==> config.mk <==
export PLATFORM = sky130hd
export DESIGN_NAME = player_check
export DESIGN_NICKNAME = d
export VERILOG_FILES = /design/src/rtl/simon_pkg.sv /design/src/rtl/btn_sync.sv /design/src/rtl/player_check.sv
export SDC_FILE = /design/constraint.sdc
export NUM_CORES = 1
export LEC_CHECK = 0
export ABC_AREA = 1
export BUFFER_PORTS_ARGS = -buffer_cell sky130_fd_sc_hd__buf_2
export CORE_MARGIN = 3
export CORE_UTILIZATION = 36
export CTS_CLUSTER_DIAMETER = 100
export CTS_CLUSTER_SIZE = 14
export DETAILED_ROUTE_END_ITERATION = 7
export MAX_ROUTING_LAYER = met4
export PLACE_DENSITY = 0.67
export SLEW_MARGIN = 20
export SYNTH_ARGS = -nofsm -noshare
export SYNTH_HDL_FRONTEND = slang
export SYNTH_SLANG_ARGS = --single-unit
==> constraint.sdc <==
create_clock -name clk -period 1.87 [get_ports clk]
set_input_delay 0.374 -clock clk [delete_from_list [all_inputs] [get_ports clk]]
set_output_delay 0.374 -clock clk [all_outputs]
set_load 0.1 [all_outputs]
==> src/rtl/simon_pkg.sv <==
// Shared types for the Simon player-input checker: colour codes, FSM states
// and small button-decoding helpers.
package simon_pkg;

    typedef logic [2:0] colour_t;

    localparam colour_t COL_0 = 3'b000;
    localparam colour_t COL_1 = 3'b001;
    localparam colour_t COL_2 = 3'b010;
    localparam colour_t COL_3 = 3'b011;

    typedef enum logic [2:0] {
        IDLE,
        WAIT_PRESS,
        DEBOUNCE,
        EVAL,
        WAIT_RELEASE
    } state_t;

    function automatic logic is_onehot(input logic [3:0] v);
        return (v != 4'b0000) && ((v & (v - 4'd1)) == 4'b0000);
    endfunction

    function automatic colour_t btn_to_colour(input logic [3:0] btn);
        colour_t c;
        case (btn)
            4'b0001: c = COL_0;
            4'b0010: c = COL_1;
            4'b0100: c = COL_2;
            4'b1000: c = COL_3;
            default: c = COL_0;
        endcase
        return c;
    endfunction

endpackage

==> src/rtl/btn_sync.sv <==
// Two-flop synchronizer bringing the raw asynchronous buttons into clk.
module btn_sync (
    input  logic       clk,
    input  logic       reset_n,
    input  logic [3:0] din,
    output logic [3:0] dout
);

    logic [3:0] meta;

    always_ff @(posedge clk or negedge reset_n) begin
        if (!reset_n) begin
            meta <= '0;
            dout <= '0;
        end else begin
            meta <= din;
            dout <= meta;
        end
    end

endmodule

==> src/rtl/player_check.sv <==
// Debounces player presses and checks them against the stored colour sequence.
// Optional per-press timeout is compiled in with PLAYER_TIMEOUT_EN.
//
// state        | meaning
// IDLE         | waiting for start, busy low
// WAIT_PRESS   | waiting for a single synchronized button
// DEBOUNCE     | latched button must stay unchanged DEBOUNCE_CYCLES clocks
// EVAL         | one cycle: compare code with segment[check_idx]
// WAIT_RELEASE | buttons must read zero DEBOUNCE_CYCLES clocks in a row
module player_check
    import simon_pkg::*;
#(
    parameter int unsigned DEBOUNCE_CYCLES = 4,
    parameter int unsigned TIMEOUT_CYCLES  = 1000000
) (
    input  logic            clk,
    input  logic            reset_n,
    input  logic [3:0]      player_input,
    input  logic [31:0][2:0] segment,
    input  logic [4:0]      round_len,
    input  logic            start,
    output logic            busy,
    output logic            code_valid,
    output logic [2:0]      code,
    output logic            match,
    output logic            mismatch,
    output logic            round_done,
    output logic            timeout,
    output logic [4:0]      check_idx
);

    localparam logic [7:0] DB_LAST = 8'(DEBOUNCE_CYCLES - 1);

    if (DEBOUNCE_CYCLES < 1 || DEBOUNCE_CYCLES > 255) begin : g_bad_debounce
        $error("DEBOUNCE_CYCLES must be 1..255");
    end
    if (TIMEOUT_CYCLES < 1) begin : g_bad_timeout
        $error("TIMEOUT_CYCLES must be at least 1");
    end

    state_t     state_q, state_d;
    logic [3:0] btn_s;
    logic [3:0] latched_q, latched_d;
    logic [7:0] cnt_q, cnt_d;
    logic       ret_idle_q, ret_idle_d;
    logic [4:0] idx_d;
    colour_t    code_d;
    logic       code_valid_d, match_d, mismatch_d, round_done_d;
    logic       tmo_hit;

    btn_sync u_sync (
        .clk     (clk),
        .reset_n (reset_n),
        .din     (player_input),
        .dout    (btn_s)
    );

    assign busy = (state_q != IDLE);

`ifdef PLAYER_TIMEOUT_EN
    localparam int TW = $clog2(TIMEOUT_CYCLES + 1);
    logic [TW-1:0] tcnt_q, tcnt_d;

    assign tmo_hit = (tcnt_q == TW'(TIMEOUT_CYCLES - 1));

    // Budget covers the whole press: debounce restarts do not refill it.
    always_comb begin
        tcnt_d = tcnt_q;
        if (state_d == WAIT_PRESS && (state_q == IDLE || state_q == WAIT_RELEASE))
            tcnt_d = '0;
        else if (state_q == WAIT_PRESS || state_q == DEBOUNCE)
            tcnt_d = tcnt_q + TW'(1);
    end

    always_ff @(posedge clk or negedge reset_n) begin
        if (!reset_n) begin
            tcnt_q  <= '0;
            timeout <= 1'b0;
        end else begin
            tcnt_q  <= tcnt_d;
            timeout <= tmo_hit && (state_q == WAIT_PRESS || state_q == DEBOUNCE);
        end
    end
`else
    assign tmo_hit = 1'b0;
    assign timeout = 1'b0;
`endif

    always_comb begin
        state_d      = state_q;
        latched_d    = latched_q;
        cnt_d        = cnt_q;
        ret_idle_d   = ret_idle_q;
        idx_d        = check_idx;
        code_d       = code;
        code_valid_d = 1'b0;
        match_d      = 1'b0;
        mismatch_d   = 1'b0;
        round_done_d = 1'b0;
        case (state_q)
            IDLE: begin
                if (start) begin
                    state_d = WAIT_PRESS;
                    idx_d   = '0;
                end
            end
            WAIT_PRESS: begin
                if (tmo_hit) begin
                    mismatch_d = 1'b1;
                    state_d    = IDLE;
                end else if (is_onehot(btn_s)) begin
                    latched_d = btn_s;
                    cnt_d     = '0;
                    state_d   = DEBOUNCE;
                end
            end
            DEBOUNCE: begin
                if (tmo_hit) begin
                    mismatch_d = 1'b1;
                    state_d    = IDLE;
                end else if (btn_s != latched_q) begin
                    state_d = WAIT_PRESS;
                end else if (cnt_q == DB_LAST) begin
                    state_d = EVAL;
                end else begin
                    cnt_d = cnt_q + 8'd1;
                end
            end
            EVAL: begin
                code_valid_d = 1'b1;
                code_d       = btn_to_colour(latched_q);
                cnt_d        = '0;
                state_d      = WAIT_RELEASE;
                if (btn_to_colour(latched_q) == segment[check_idx]) begin
                    if (check_idx == round_len) begin
                        round_done_d = 1'b1;
                        ret_idle_d   = 1'b1;
                    end else begin
                        match_d    = 1'b1;
                        idx_d      = check_idx + 5'd1;
                        ret_idle_d = 1'b0;
                    end
                end else begin
                    mismatch_d = 1'b1;
                    ret_idle_d = 1'b1;
                end
            end
            WAIT_RELEASE: begin
                if (btn_s != 4'b0000)
                    cnt_d = '0;
                else if (cnt_q == DB_LAST)
                    state_d = ret_idle_q ? IDLE : WAIT_PRESS;
                else
                    cnt_d = cnt_q + 8'd1;
            end
            default: state_d = IDLE;
        endcase
    end

    always_ff @(posedge clk or negedge reset_n) begin
        if (!reset_n) begin
            state_q    <= IDLE;
            latched_q  <= '0;
            cnt_q      <= '0;
            ret_idle_q <= 1'b0;
            check_idx  <= '0;
            code       <= COL_0;
            code_valid <= 1'b0;
            match      <= 1'b0;
            mismatch   <= 1'b0;
            round_done <= 1'b0;
        end else begin
            state_q    <= state_d;
            latched_q  <= latched_d;
            cnt_q      <= cnt_d;
            ret_idle_q <= ret_idle_d;
            check_idx  <= idx_d;
            code       <= code_d;
            code_valid <= code_valid_d;
            match      <= match_d;
            mismatch   <= mismatch_d;
            round_done <= round_done_d;
        end
    end

endmodule

* Word-level counts from Yosys, hierarchy flattened *
Cells that the tools add are included.
W data, S select, Z words.

word-level totals
  register bits = 36
  output and inout port bits = 14
  logic and storage cells = 78
  bits of input ports = 108

cells by class
  muxes and demuxes = 31
  reductions and logical operators = 11
  $add $sub $neg = 3
  bitwise operators = 1
  order comparisons = 1
  equality and inequality tests = 19

operators by type and width
  operator               number
  $mux W8                4
  $pmux W8 S4            1
  $mux W3                8
  $bmux W3 S5            1
  $mux W5                3
  $pmux W3 S5            1
  $ne A2 B2 Y1 const B   7
  $mux W1                11
  $pmux W5 S2            1
  $add A8 B1 Y8 const B  1
  $eq A8 B2 Y1 const B   1
  $reduce_bool A4 Y1     2
  $eq A3 B2 Y1 const B   2
  $lt A5 B6 Y1 const B   1
  $pmux W2 S3            1
  $add A5 B1 Y5 const B  1
  $eq A5 B5 Y1           1
  $reduce_and A5 Y1      1
  $and A4 B4 Y4          1
  $eq A4 B2 Y1 const B   1
  $eq A4 B3 Y1 const B   1
  $eq A4 B4 Y1 const B   1
  $logic_not A4 Y1       1
  $ne A4 B4 Y1           1
  12 further kinds       12

* Depth between registers and ports, before layout *
Gate-level depths: netlist of run 1.

  word-level depth = 6
  depth in mapped cells = 17
  mapped depth without buffers = 15

* Modules after synthesis *
From an unflattened synthesis of run 1, not the netlist that was laid out.

second synthesis, totals
  cell total of the unflattened synthesis = 426
  area, all modules = 2713.9 sq um

modules (own cells, without submodules)
  module        cells an instance  area an instance (sq um)  instances
  player_check  418                2513.7                    1
  btn_sync      8                  200.2                     1

* Worst setup path after synthesis of run 1 *
Ideal clock, no wire load.

  path type = reg2reg
  start point = register check_idx[1]
  end point = register check_idx[3]
  setup slack = -0.538 ns
  stages on the path, launching flop included = 16
  arrival time = 2.292 ns
  period minus slack after synthesis = 2.408 ns
  library setup time = 0.117 ns
  required time = 1.753 ns
  cells stage by stage = dfrtp_1 > buf_2 > inv_2 > buf_6 > nor2_1 > o21ai_0 > o211ai_1 > nand3_1 > nand3_1 > nand3_1 > nand2_1 > nand2_2 > nand2_4 > nand2_4 > nand2_1 > nand2_1

on the way
  word-level cells in the longest chain between the ends = 5
  elaborated cells between the ends (all ways) = 11
  those cells by class = 1 x add/sub; 4 x eq/ne; 5 x mux; 1 x reduce/logical

RTL lines
  item                           RTL line             RTL
  start, declared                player_check.sv:29   output logic [4:0] check_idx
  start signal, assigned         player_check.sv:177  check_idx <= idx_d;
  $bmux W3 S5                    player_check.sv:134  if (btn_to_colour(latched_q) == segment[check_idx]) begin
  $mux W3 (not written as such)  player_check.sv:134
  $eq A3 B3 Y1                   player_check.sv:134
  $ne A2 B2 Y1 (no line)         --
  $reduce_and A4 Y1 (no line)    --

Parallel ways exist; a longest one is shown, timed or not. The select of a mux whose other input is x is not followed.
A chain may end at the register's enable or synchronous reset.

* Final worst setup path of run 1 *
  start point = register check_idx[0]
  end point = register check_idx[3]

The elaborated chain is that of the path after synthesis.

==> results, run 1 <==
- The fraction of registers with async set/reset is 100%.
- Among all stages on the critical path, the largest delay is contributed by dfrtp_4.
- The number of clock sinks is 35.
- The count of placed standard cells including taps is 674.
- Sequential cells were found to cover 30.2% of the synthesized design area.
- Registers take about 890 um^2.
- Across all layers, the routed design uses 3393 vias.
- In this run, post-CTS hold repair placed 0 buffers.
- Max-cap violations in this run came to 0.
- The type of the worst min-delay path is primary input to async pin.
- The boundary pin count is roughly 120.
- The kind of end point of the critical path is a flop.
- The number of global-route vias before repair is 3081.
- Setup repair after global routing could not meet its margin everywhere.
- The finished layout holds 690 standard cells, fillers aside.
- The weighted congestion reported at the end of routability-driven placement is 0.844.
- The buffer type at the clock tree root is clkbuf_8.
- Yosys mapped a number of flops with a built-in enable equal to 0.
- Counting the fill cells in the layout gives 790.
- Overall power consumption after layout is estimated at about 4900 uW.
- By area the synthesized netlist is led by dfrtp_1, nand3_1, nor2_1.
- Across all hold checks on the routed design, the worst slack comes to 19.6 ps.
- The die is 95.7 um tall.
- The number of levels the H-tree was split into is 2.
- The reported leakage power is 0.00212 uW.
- STA puts the critical path data arrival time at 2230 ps.
- The number of storage elements in the synthesis netlist is 35.
- The synthesized area per cell is roughly 6.4 um^2.
- The count of antenna-violating nets left after detailed routing is 0.
- The final-report setup violation count is 9.
- The longest individual stage delay on the worst path is roughly 570 ps.
- The floorplan step set the die width to 95.7 um.
- In this run, the number of DRC markers left after iteration 0 of detailed routing was 112.
- Synthesis produced a netlist whose cell count is 453.
- Entering global routing, the biggest net connects 29 pins.
- Across all setup checks in the final design, the least slack found is -176 ps.
- The number of buffers and inverters on the critical path is 1.
- The flow ran to the end, but the final reports show violations.
- The signal on the critical path passes through buf_6 > or2_4 > nand3_2 > nand3_1 > nand3_1 > nand3_2 > nand3_2 > nand2_1 > nor2_2 > nand2_2 > nand2_4 > nand2_4 > nand2_1 > nand2_1.
- The count of final max-slew check failures is 0.
- The deepest clock path buffer count is 2.
- The cell family contributing the most delay on the critical path is simple AND/OR/NAND/NOR gates.
- Input and output buffers added on the ports amount to 119.
- The antenna diode count is 0.
- The signed area change from the synthesized netlist to the final layout is 40.5%.
- The first detailed-routing pass took 4 iterations.
- The largest total area in the synthesized netlist belongs to dfrtp_1.
- The count of endpoints failing hold in the final timing report was 0.
- The number of antenna violations at the first check in global routing is 0.
- The final reports fail on negative setup slack.
- Of the available clock period, the critical path in the final layout requires 109%.
- The final-stage net count is 697.
- The cell area that synthesis handed to floorplanning was a little under 3000 um^2.
- The total detailed-routing wirelength is 8.88 mm.
- The area fraction of the dominant cell type after synthesis is between 30% and 40%.
- The row count is 32.
- In the routed design, unresolved DRC markers number 0.
- The area of the multi-input gates is 1750 um^2.
- Buffers inserted during clock tree synthesis total 5.
- At the worst endpoint, the required time is between 2000 and 2500 ps.
- The area of the core region is just under 8000 um^2.
- The CTS tree is built.
- The shortest clock period the worst path allows after layout is 2050 ps.
- The register clock-pin slew on the reported worst setup and hold paths is approximately 70 ps.
- The share of post-route cells with drive strength above 1 is a little over a third.
- The number of warning messages in the yosys log is 0.
- Using the TritonRoute via totals, the vias-per-cell ratio works out to 4.92.
- The maximum clock frequency is 489 MHz.
- The number of unique standard cell types used by synthesis is 41.
- The effective utilization at floorplan is ~37%.
- Power spread over the standard cell area amounts to 1200 nW/um^2.
- The critical path is of the flop to flop type.
- Along the worst path, the maximum fanout reaches 7.
- In the synthesized netlist, the cells that appear most often are nor2_1, nand2_1, nand3_1.
- Yosys instantiated no cell more often than nor2_1.
- The global-route congestion overflow total is 0.
- The clock insertion delay at the later pin of the skew report is 290 ps.
- For this run, the total global-route usage over all layers was measured as roughly a fifth.
- The die covers ~9200 um^2.
- OpenSTA, run right after detailed placement, puts the worst setup slack at -137 ps.
- IR analysis of the VDD net gives a maximum drop of slightly below 0.7 mV.
- The HPWL after detailed placement is ~6.7 mm.
- The first global-routing pass estimated 13.5 mm of wire.
- Dividing the detail-routed wire length by the instance count gives around 13 um.
- The kind of start point of the critical path is a flop.
- Between clock sinks in the finished design, the worst skew comes to 5.80 ps.
- The most used flip-flop cell after synthesis is dfrtp_1.
layout by cell type (no fill, tap or decap), types with 3 or more instances in the layout:
cell	netlist	routed
buf_2	14	117
nand2_1	78	73
nor2_1	81	68
inv_1	62	61
nand3_1	66	59
dfrtp_1	35	29
o21ai_0	36	28
buf_4	2	19
o21ai_1	6	14
nor2_4	1	9
nor2_2	3	8
a21oi_1	8	8
nand3_2	0	7
nand2_2	1	6
nor3_1	6	6
clkbuf_8	0	6
buf_12	0	6
xor2_1	5	5
xnor2_1	5	5
o211ai_1	4	4
dfrtp_2	0	4
clkbuf_16	0	3
buf_6	6	3
sequential cells by signal, indices dropped and copies added, names as in the netlist, 2 cells and up:
name and cells:
latched_q 4, check_idx 5, state_q 3, code 2, u_sync.dout 4, u_sync.meta 4
cnt_q 8
worst register-to-register path, stage by stage, from the launching register on:
cell	delay [ps]
dfrtp_4	570
buf_6	160
or2_4	240
nand3_2	60
nand3_1	80
nand3_1	100
nand3_2	100
nand3_2	70
nand2_1	60
nor2_2	130
nand2_2	80
nand2_4	110
nand2_4	80
nand2_1	70
nand2_1	40
final cells by class:
| class | count | area share, % |
|---|---|---|
| multi-input cells | 330 | 42.9 |
| repair buffers | 149 | 23.6 |
| flip-flops and latches | 35 | 21.8 |
| inverters | 66 | 6.30 |
| well taps | 102 | 3.13 |
| clock buffers | 7 | 2.12 |
| clock inverters | 1 | 0.123 |
path summary, 6_finish.rpt:
kind | depth (start not counted) | startpoint | to | slack (ps)
max | 14 | check_idx[0] | check_idx[3] | -180
min | 1 | reset_n | check_idx[0] | 20
max reg2reg | 14 | check_idx[0] | check_idx[3] | -180
min reg2reg | 0 | u_sync.meta[0] | u_sync.dout[0] | 350
max in group asynchronous | 2 | reset_n | u_sync.dout[2] | 1230
min in group clk | 1 | player_input[1] | u_sync.meta[1] | 190
cell families after synthesis:
family | Yosys count | synth area share, %
XOR/XNOR | 10 | 3.02
flip-flops | 35 | 30.2
adder cells (fa/ha/maj) | 2 | 0.863
AO/OA/AOI/OAI | 65 | 12.7
buffers and inverters | 89 | 14.4
other | 1 | 0.129
multiplexers | 2 | 0.777
AND/OR/NAND/NOR | 249 | 37.8
power by group:
part / switching [uW] / internal (uW) / total [uW] / leakage [uW]
Combinational: 1920 / 1290 / 3220 / 0.00163
Clock: 271 / 297 / 569 / 0.0000482
Sequential: 171 / 920 / 1090 / 0.000440
Total: 2370 / 2510 / 4880 / 0.00212
what timing repair did:
action / CTS / global route
pin swaps: 2 / 31
cloned: 0 / 3
resized for setup: 9 / 44
buffers inserted: 0 / 5
endpoints found under the setup margin: 10 / 18
per-layer routing:
metal / routed length, um / global-route usage (%)
met5: 0 / -
met4: 65 / 3.91
met3: 702 / 3.44
met2: 4550 / 35.3
met1: 3560 / 20.7
per-stage QoR:
step	setup TNS, ps	area, um^2	util [%]
finish	-1060	4070	52.4
global route	-2970	4070	52.4
CTS	-555	3840	49.4
detailed placement	-783	3710	47.8
global placement	-505	3710	47.8
floorplan	-1270	2920	-
(Power assumes the default switching activity.)
==> run 2: changes to the inputs <==
--- a/config.mk
+++ b/config.mk
@@ -8,12 +8,12 @@
 export ABC_AREA = 1
 export BUFFER_PORTS_ARGS = -buffer_cell sky130_fd_sc_hd__buf_2
 export CORE_MARGIN = 3
-export CORE_UTILIZATION = 36
+export CORE_UTILIZATION = 30
 export CTS_CLUSTER_DIAMETER = 100
 export CTS_CLUSTER_SIZE = 14
 export DETAILED_ROUTE_END_ITERATION = 7
 export MAX_ROUTING_LAYER = met4
-export PLACE_DENSITY = 0.67
+export PLACE_DENSITY = 0.58
 export SLEW_MARGIN = 20
 export SYNTH_ARGS = -nofsm -noshare
 export SYNTH_HDL_FRONTEND = slang
==> run 2 against run 1 <==
  * The flow still finishes with violations (negative setup slack)
  * Wire length is 3.1% lower
  * Global-route usage down 2.6 points
  * Sequential power barely moved
  * Worst setup slack gained 65 ps
  * Utilization is 10 points lower
  * Via count is 2.5% lower
  * Final cell count increased by 3.0%
  * Highest routed layer unchanged
==> results, run 2 (synthesis results as in run 1) <==
- The flow ran to the end, but the final reports show violations.
- The final reports fail on negative setup slack.
- The number of maximum-capacitance constraint violations is 0 (unchanged).
- The number of levels the H-tree was split into is 2 (unchanged).
- The number of buffers inserted during clock tree synthesis is 5 (unchanged).
- The register clock-pin slew on the reported worst setup and hold paths is 70 ps (about the same).
- The worst clock skew is 2.75 ps (-3.06 ps).
- The clock insertion delay at the later pin of the skew report is 280 ps (about the same).
- The worst setup path is of the flop to flop kind.
- The row count is 35 (+9.4%).
- The final-stage net count is 691 (-0.86%).
- The slew at the pin closest to its max-slew limit is 725 ps.
- The deepest clock path buffer count is 2 (unchanged).
- The boundary pin count is 122 (unchanged).
- The reported leakage power is 0.00205 uW (-3.3%).
- The total die area is 10900 um^2 (+19%).
- The number of global-route vias before repair is 3063 (-0.58%).
- The number of flip-flops in the largest register is 8 (unchanged).
- TritonCTS built the clock tree.
- The switching power is 2220 uW (-6.3%).
- The peak supply drop is 0.462 mV (-32%).
- The tree is rooted in a clkbuf_8.
- The total area of sequential cells came to 888 um^2 (unchanged).
- The worst-path maximum fanout is 22 (+15).
- The total vias in the final route is 3307 (-2.5%).
- The clock network fraction of total power is 15.2% (+3.5 points).
- The total iterations of the first detailed-routing run is 5 (+1).
- Setup repair after global routing could not meet its margin everywhere.
- The total detailed-routing wirelength is 8.60 mm (-3.1%).
- The required time at the worst-slack endpoint came to 2040 ps (about the same).
- The area of the multi-input gates is 1670 um^2 (-4.4%).
- The average wire length per cell after detail routing is 12.1 um (-6.0%).
- The worst pin sits at a relative slew slack of 51.7%.
- The total global-route track usage is 16.2% (-2.6 points).
- The count of port buffers added during placement was 119 (unchanged).
- The number of DRC markers after the initial detailed-route iteration is 205 (+83%).
- The vertical die dimension is 104 um (+8.9%).
- The power per cell area was 1170 nW/um^2 (-2.6%).
- The sequential group share of total power was 23.5% (+1.1 points).
- The number of clock sinks is 35 (unchanged).
- Leaving out fill and tap cells, the most frequent cells in the layout are buf_2, nand2_1, nor2_1, inv_1, nand3_1.
- The internal power of the cells is 2380 uW (-5.1%).
- The count of endpoints failing hold in the final timing report came to 0 (unchanged).
- The largest net degree at the start of global routing is 34 (+17%).
- Ranked by flip-flop count, first place goes to cnt_q.
- The die boundary width is 104 um (+8.9%).
- The switching portion of total power was 48.2% (-0.31 points).
- The via count normalized by instance count is 4.65 (-5.4%).
- The number of antenna violations at the first check in global routing is 0 (unchanged).
- The worst path setup slack after routing is -111 ps (+65.4 ps).
- The post-route non-filler standard cell count is 711 (+3.0%).
- The final-report setup violation count is 8 (-1).
- The count of antenna-violating nets left after detailed routing came to 0 (unchanged).
- The global-route congestion overflow total came to 0 (unchanged).
- The antenna diode count is 0 (unchanged).
- The kind of start point of the critical path is a flop.
- The HPWL after detailed placement is 6.79 mm (+1.3%).
- The shortest clock period the worst path allows after layout was 1980 ps (-65.4 ps).
- In the final layout, the registers with the most flip-flops are cnt_q x8, check_idx x5.
- The effective utilization at floorplan is 31.1% (-6.2 points).
- Leaving out fill and tap cells, the most frequent cell in the layout is buf_2.
- The number of filler cells placed in the layout is 1014 (+28%).
- Compared with the post-synthesis result, the final layout area differs by 36.1%.
- The wire length of the first global-routing pass is 14.6 mm (+8.2%).
- The weighted congestion reported at the end of routability-driven placement is 0.860 (+1.8%).
- The maximum clock frequency is 505 MHz (+3.3%).
- The final routed DRC violation total was 0 (unchanged).
- The kind of end point of the critical path is a flop.
- The count of placed standard cells including taps was 701 (+4.0%).
- The count of final max-slew check failures came to 0 (unchanged).
- The post-route total power is 4600 uW (-5.7%).
- The final-layout worst hold slack is 148 ps (+128 ps).
- The worst-case setup slack after placement is -118 ps (+19.3 ps).
- The area of the core region was 9330 um^2 (+20%).
- The type of the worst min-delay path is primary input to async pin.
- The share of the clock period used by the worst path is 106% (-3.5 points).
- The power share of the combinational group is 61.3% (-4.7 points).
- The arrival time of data at the critical path endpoint was 2160 ps (-70 ps).
- The share of post-route cells with drive strength above 1 is 32.1% (-2.9 points).
- The aggregate negative setup slack is -667 ps (+390 ps).
## run 2: worst paths after layout
kind | start | end | slack, ps | cells past startpoint
worst max-delay path | check_idx[0] | ret_idle_q | -110 | 14
worst min-delay path | reset_n | cnt_q[4] | 150 | 1
worst max register to register | check_idx[0] | ret_idle_q | -110 | 14
worst min register to register | u_sync.meta[1] | u_sync.dout[1] | 350 | 0
max in group asynchronous | reset_n | check_idx[0] | 1190 | 1
min in group clk | player_input[3] | u_sync.meta[3] | 200 | 1
## run 2: worst max-delay path: stages, from the launching register on
cell	delay, ps
dfrtp_4	550
buf_12	190
nor2_1	110
nor2_1	40
o21ai_0	70
nand3_1	110
nand3_1	100
nand3_2	70
nand2_1	80
nand2_1	60
nor2_2	110
buf_4	130
nand3_2	90
nor2_2	110
nor2_1	50
## run 2: metrics by stage
| stage | utilization, % | area [um^2] |
|---|---|---|
| floorplan | - | 2920 |
| global placement | 40.1 | 3740 |
| detailed placement | 40.1 | 3740 |
| CTS | 41.5 | 3870 |
| global route | 42.3 | 3940 |
| finish | 42.3 | 3940 |
## run 2: layout make-up
cell class              count  area share (%)
inverters                  66            6.44
clock inverters             2           0.889
multi-input cells         330            42.4
repair buffers            143            21.6
flip-flops and latches     35            22.5
well taps                 129            4.09
clock buffers               6            2.09
## run 2: layer usage
metal / GRT usage, % / share of wire, % / up-vias
met5: - / 0 / -
met4: 2.94 / 1.2 / 0
met3: 3.35 / 6.8 / 11
met2: 26.8 / 47 / 125
met1: 20.8 / 44 / 1478
li1: - / - / 1693
## run 2: power groups by stage
stage / logic, uW / registers (uW) / clock network (uW)
after global routing: 3170 / 1120 / 759
after CTS: 2770 / 1080 / 717
after global placement: 2690 / 1090 / 0
after floorplan: 1760 / 1350 / 0
final: 2820 / 1080 / 701
after detailed placement: 2710 / 1090 / 0
## run 2: repair_timing
item | CTS | global route
cloned | 0 | 0
endpoints found under the hold margin | 0 | 0
resized for setup | 5 | 15
setup buffers | 1 | 1
setup endpoints to repair | 10 | 17
hold buffers | 0 | 0
==> run 3: changes to the inputs <==
--- a/config.mk
+++ b/config.mk
@@ -5,7 +5,6 @@
 export SDC_FILE = /design/constraint.sdc
 export NUM_CORES = 1
 export LEC_CHECK = 0
-export ABC_AREA = 1
 export BUFFER_PORTS_ARGS = -buffer_cell sky130_fd_sc_hd__buf_2
 export CORE_MARGIN = 3
 export CORE_UTILIZATION = 30
@@ -13,7 +12,7 @@
 export CTS_CLUSTER_SIZE = 14
 export DETAILED_ROUTE_END_ITERATION = 7
 export MAX_ROUTING_LAYER = met4
-export PLACE_DENSITY = 0.58
+export PLACE_DENSITY = 0.6
 export SLEW_MARGIN = 20
 export SYNTH_ARGS = -nofsm -noshare
 export SYNTH_HDL_FRONTEND = slang
==> run 3 against run 2 <==
  * The run still ends with negative setup slack left
  * Clock power is 15% lower
  * Worst setup slack worse by 960 ps
  * Clock-buffer cell count is 2 higher
  * Hold slack worse by 120 ps
  * Synthesized cell count is 48% lower
  * Area after synthesis is 8.9% lower
  * Critical path depth is 7 lower
  * First-iteration DRC count is 48% lower
  * Non-clock buffer count is 29 higher
  * Largest cell class unchanged
==> results, run 3 <==
- The run finished, with violations left.
- The checks that failed: negative setup slack.
- The clock insertion delay at the later pin of the skew report is 290 ps (about the same).
- The worst-path maximum fanout was 7 (-68%).
- STA classifies the critical path startpoint as a flop.
- The total iterations of the first detailed-routing run is 4 (-1).
- Among all flip-flop cells after synthesis, the most frequent one is dfrtp_1.
- The count of final max-slew check failures was 0 (unchanged).
- The number of global-route vias before repair came to 2625 (-14%).
- The die boundary width is 99.8 um (-4.3%).
- The largest net degree at the start of global routing is 21 (-38%).
- The post-route core utilization is 47.5% (+5.2 points).
- The signed area change from the synthesized netlist to the final layout is 50.7%.
- The cell family contributing the most delay on the critical path is multiplexers.
- The final-stage net count is 512 (-26%).
- The wire length of the first global-routing pass was 11.9 mm (-19%).
- The multiplexer area fraction after synthesis is 26.6% (+26 points).
- The number of maximum-capacitance constraint violations is 0 (unchanged).
- The final routed DRC violation total is 0 (unchanged).
- The area fraction in compound gates after synthesis is 13.6% (+0.82 points).
- In the post-synthesis netlist, the biggest area contributors are dfrtp_1, mux4_2, mux4_1.
- The worst path setup slack after routing was -1080 ps (-965 ps).
- The number of antenna violations at the first check in global routing is 0 (unchanged).
- The number of storage elements in the synthesis netlist was 35 (unchanged).
- The longest individual stage delay on the worst path is 520 ps (-30 ps).
- The count of port buffers added during placement is 119 (unchanged).
- The row count was 33 (-5.7%).
- The arrival time of data at the critical path endpoint is 3110 ps (+950 ps).
- The maximum clock frequency came to 339 MHz (-33%).
- The number of flip-flops in the largest register is 8 (unchanged).
- The kind of end point of the critical path is a flop.
- The area of the multi-input gates is 1770 um^2 (+5.8%).
- The leading cell type in the layout, fill and taps excluded is buf_2.
- The count of mapped cells out of synthesis was 236 (-48%).
- The antenna diode count is 0 (unchanged).
- The number of unique standard cell types used by synthesis came to 55 (+34%).
- The total detailed-routing wirelength was 7.39 mm (-14%).
- The total area of sequential cells came to 883 um^2 (-0.56%).
- The number of filler cells placed in the layout is 762 (-25%).
- The share of the clock period used by the worst path is 158% (+52 points).
- The number of warning messages in the yosys log is 0 (unchanged).
- The deepest clock path buffer count is 2 (unchanged).
- The required time at the worst-slack endpoint is 2040 ps (about the same).
- The area fraction of the dominant cell type after synthesis is 33.2% (+3.0 points).
- The count of antenna-violating nets left after detailed routing was 0 (unchanged).
- The number of enable flip-flop cells after synthesis is 0 (unchanged).
- The count of cells along the worst register-to-register path is 7 (-7).
- The dominant combinational cell family by area after synthesis is multiplexers.
- The min-delay analysis places its worst path in the category primary input to async pin.
- By count the netlist is led by dfrtp_1, o21ai_0, mux4_2.
- The boundary pin count is 122 (unchanged).
- The number of levels the H-tree was split into is 2 (unchanged).
- The number of clock sinks came to 35 (unchanged).
- Among all cell types in the netlist, the one instantiated most often is dfrtp_1.
- The CTS tree is built.
- The fraction of registers with async set/reset is 100% (unchanged).
- The count of placed standard cells including taps is 494 (-30%).
- The number of gates on the worst path with buffers counted is 7 (-7).
- The final-layout worst hold slack is 26.4 ps (-121 ps).
- The xor/xnor share of the synthesized area is 4.31% (+1.3 points).
- The total vias in the final route came to 2521 (-24%).
- The fraction of the mapped netlist area in simple logic gates was 15.0% (-23 points).
- The cell area after synthesis came to 2640 um^2 (-8.9%).
- The number of hold buffers added after CTS is 0 (unchanged).
- The global-route congestion overflow total is 0 (unchanged).
- For this design, the slowest cell found on the critical path is mux4_2.
- The total global-route track usage was 15.1% (-1.1 points).
- The portion of the post-synthesis area used by sequential elements was 33.2% (+3.0 points).
- The reported leakage power came to 0.00183 uW (-10%).
- The peak supply drop is 0.443 mV (-4.2%).
- The signal on the critical path passes through mux4_2 > mux4_2 > or3_1 > or3_4 > a32oi_4 > o21bai_2 > mux2_4.
- The average wire length per cell after detail routing came to 14.5 um (+20%).
- The register with the highest flop count is cnt_q.
- The adder-cell share of the synthesized area was 0.948% (+0.084 points).
- The cell type with the largest total area after synthesis is dfrtp_1.
- The power per cell area is 890 nW/um^2 (-24%).
- The via count normalized by instance count is 4.96 (+6.7%).
- In this run the clock root is driven by a clkbuf_8.
- Setup repair after global routing could not meet its margin everywhere.
- The most used cell along the critical path is mux4_2.
- The weighted congestion reported at the end of routability-driven placement is 0.860 (about the same).
- The register clock-pin slew on the reported worst setup and hold paths is 70 ps (about the same).
- The worst clock skew came to 7.98 ps (+5.23 ps).
- In the final layout, the registers with the most flip-flops are cnt_q x8, check_idx x5.
- The worst-case setup slack after placement is -1120 ps (-1000 ps).
- The number of buffers inserted during clock tree synthesis is 5 (unchanged).
- The vertical die dimension is 99.8 um (-4.3%).
- The type of the worst setup path is flop to flop.
- The final-report setup violation count came to 10 (+2).
- Leaving out fill and tap cells, the most frequent cells in the layout are buf_2, buf_4, dfrtp_1, mux4_2, nand2_1.
- The share of post-route cells with drive strength above 1 is 61.8% (+30 points).
- The aggregate negative setup slack is -9180 ps (-8510 ps).
- The total die area is 9960 um^2 (-8.4%).
- The shortest clock period the worst path allows after layout is 2950 ps (+965 ps).
- The combined buffer and inverter count along the critical path was 0 (-2).
- The count of endpoints failing hold in the final timing report is 0 (unchanged).
- The synthesized area per cell is 11.2 um^2 (+75%).
- The post-route non-filler standard cell count is 508 (-29%).
- The effective utilization at floorplan is 31.5% (+0.43 points).
- The number of DRC markers after the initial detailed-route iteration was 107 (-48%).
- The area of the core region is 8380 um^2 (-10%).
- The HPWL after detailed placement was 6.04 mm (-11%).
## run 3: power by group
group          switching (uW)  internal, uW
logic                    1000           957
clock network             261           336
registers                 106           879
total                    1370          2170
## run 3: layout make-up
| type | instances | share of cell area, % |
|---|---|---|
| clock buffers | 8 | 2.52 |
| multi-input cells | 178 | 44.4 |
| flip-flops and latches | 35 | 22.2 |
| inverters | 10 | 0.944 |
| repair buffers | 172 | 26.6 |
| well taps | 105 | 3.30 |
## run 3: layer usage
layer	global-route usage, %	vias to the layer above	wire [um]
li1	-	1231	-
met1	18.9	1219	3270
met2	26.0	65	3760
met3	2.36	6	302
met4	3.15	0	59
met5	-	-	0
## run 3: per-stage QoR
stage	instance area, um^2	total power, uW
finish	3980	3540
global route	3980	3750
CTS	3850	3470
detailed placement	3690	2820
global placement	3690	2790
floorplan	2710	2220
## run 3: cell families after synthesis
family | count (synthesis)
xor+xnor | 13
simple gates | 73
other cells | 1
flops | 35
fa+ha+maj | 2
buf+inv | 24
compound gates | 50
mux | 38
## run 3: what timing repair did
| action | CTS | global route |
|---|---|---|
| endpoints found under the hold margin | 0 | 0 |
| pin swaps | 7 | 9 |
| gates cloned | 0 | 0 |
| setup buffers | 3 | 3 |
| gates resized for setup | 12 | 29 |
| endpoints found under the setup margin | 15 | 23 |
## run 3: final timing paths
kind | start | end | slack, ps
max | check_idx[0] | check_idx[0] | -1080
min | reset_n | cnt_q[3] | 30
max reg2reg | check_idx[0] | check_idx[0] | -1080
min reg2reg | u_sync.meta[3] | u_sync.dout[3] | 350
max in group asynchronous | reset_n | u_sync.dout[3] | 1230
min in group clk | player_input[1] | u_sync.meta[1] | 190
## run 3: worst register-to-register path, cell delays in order (launching register included)
cell and delay, ps:
dfrtp_4 500, mux4_2 520, mux4_2 500, or3_1 320, or3_4 340, a32oi_4 300, o21bai_2 100, mux2_4 260
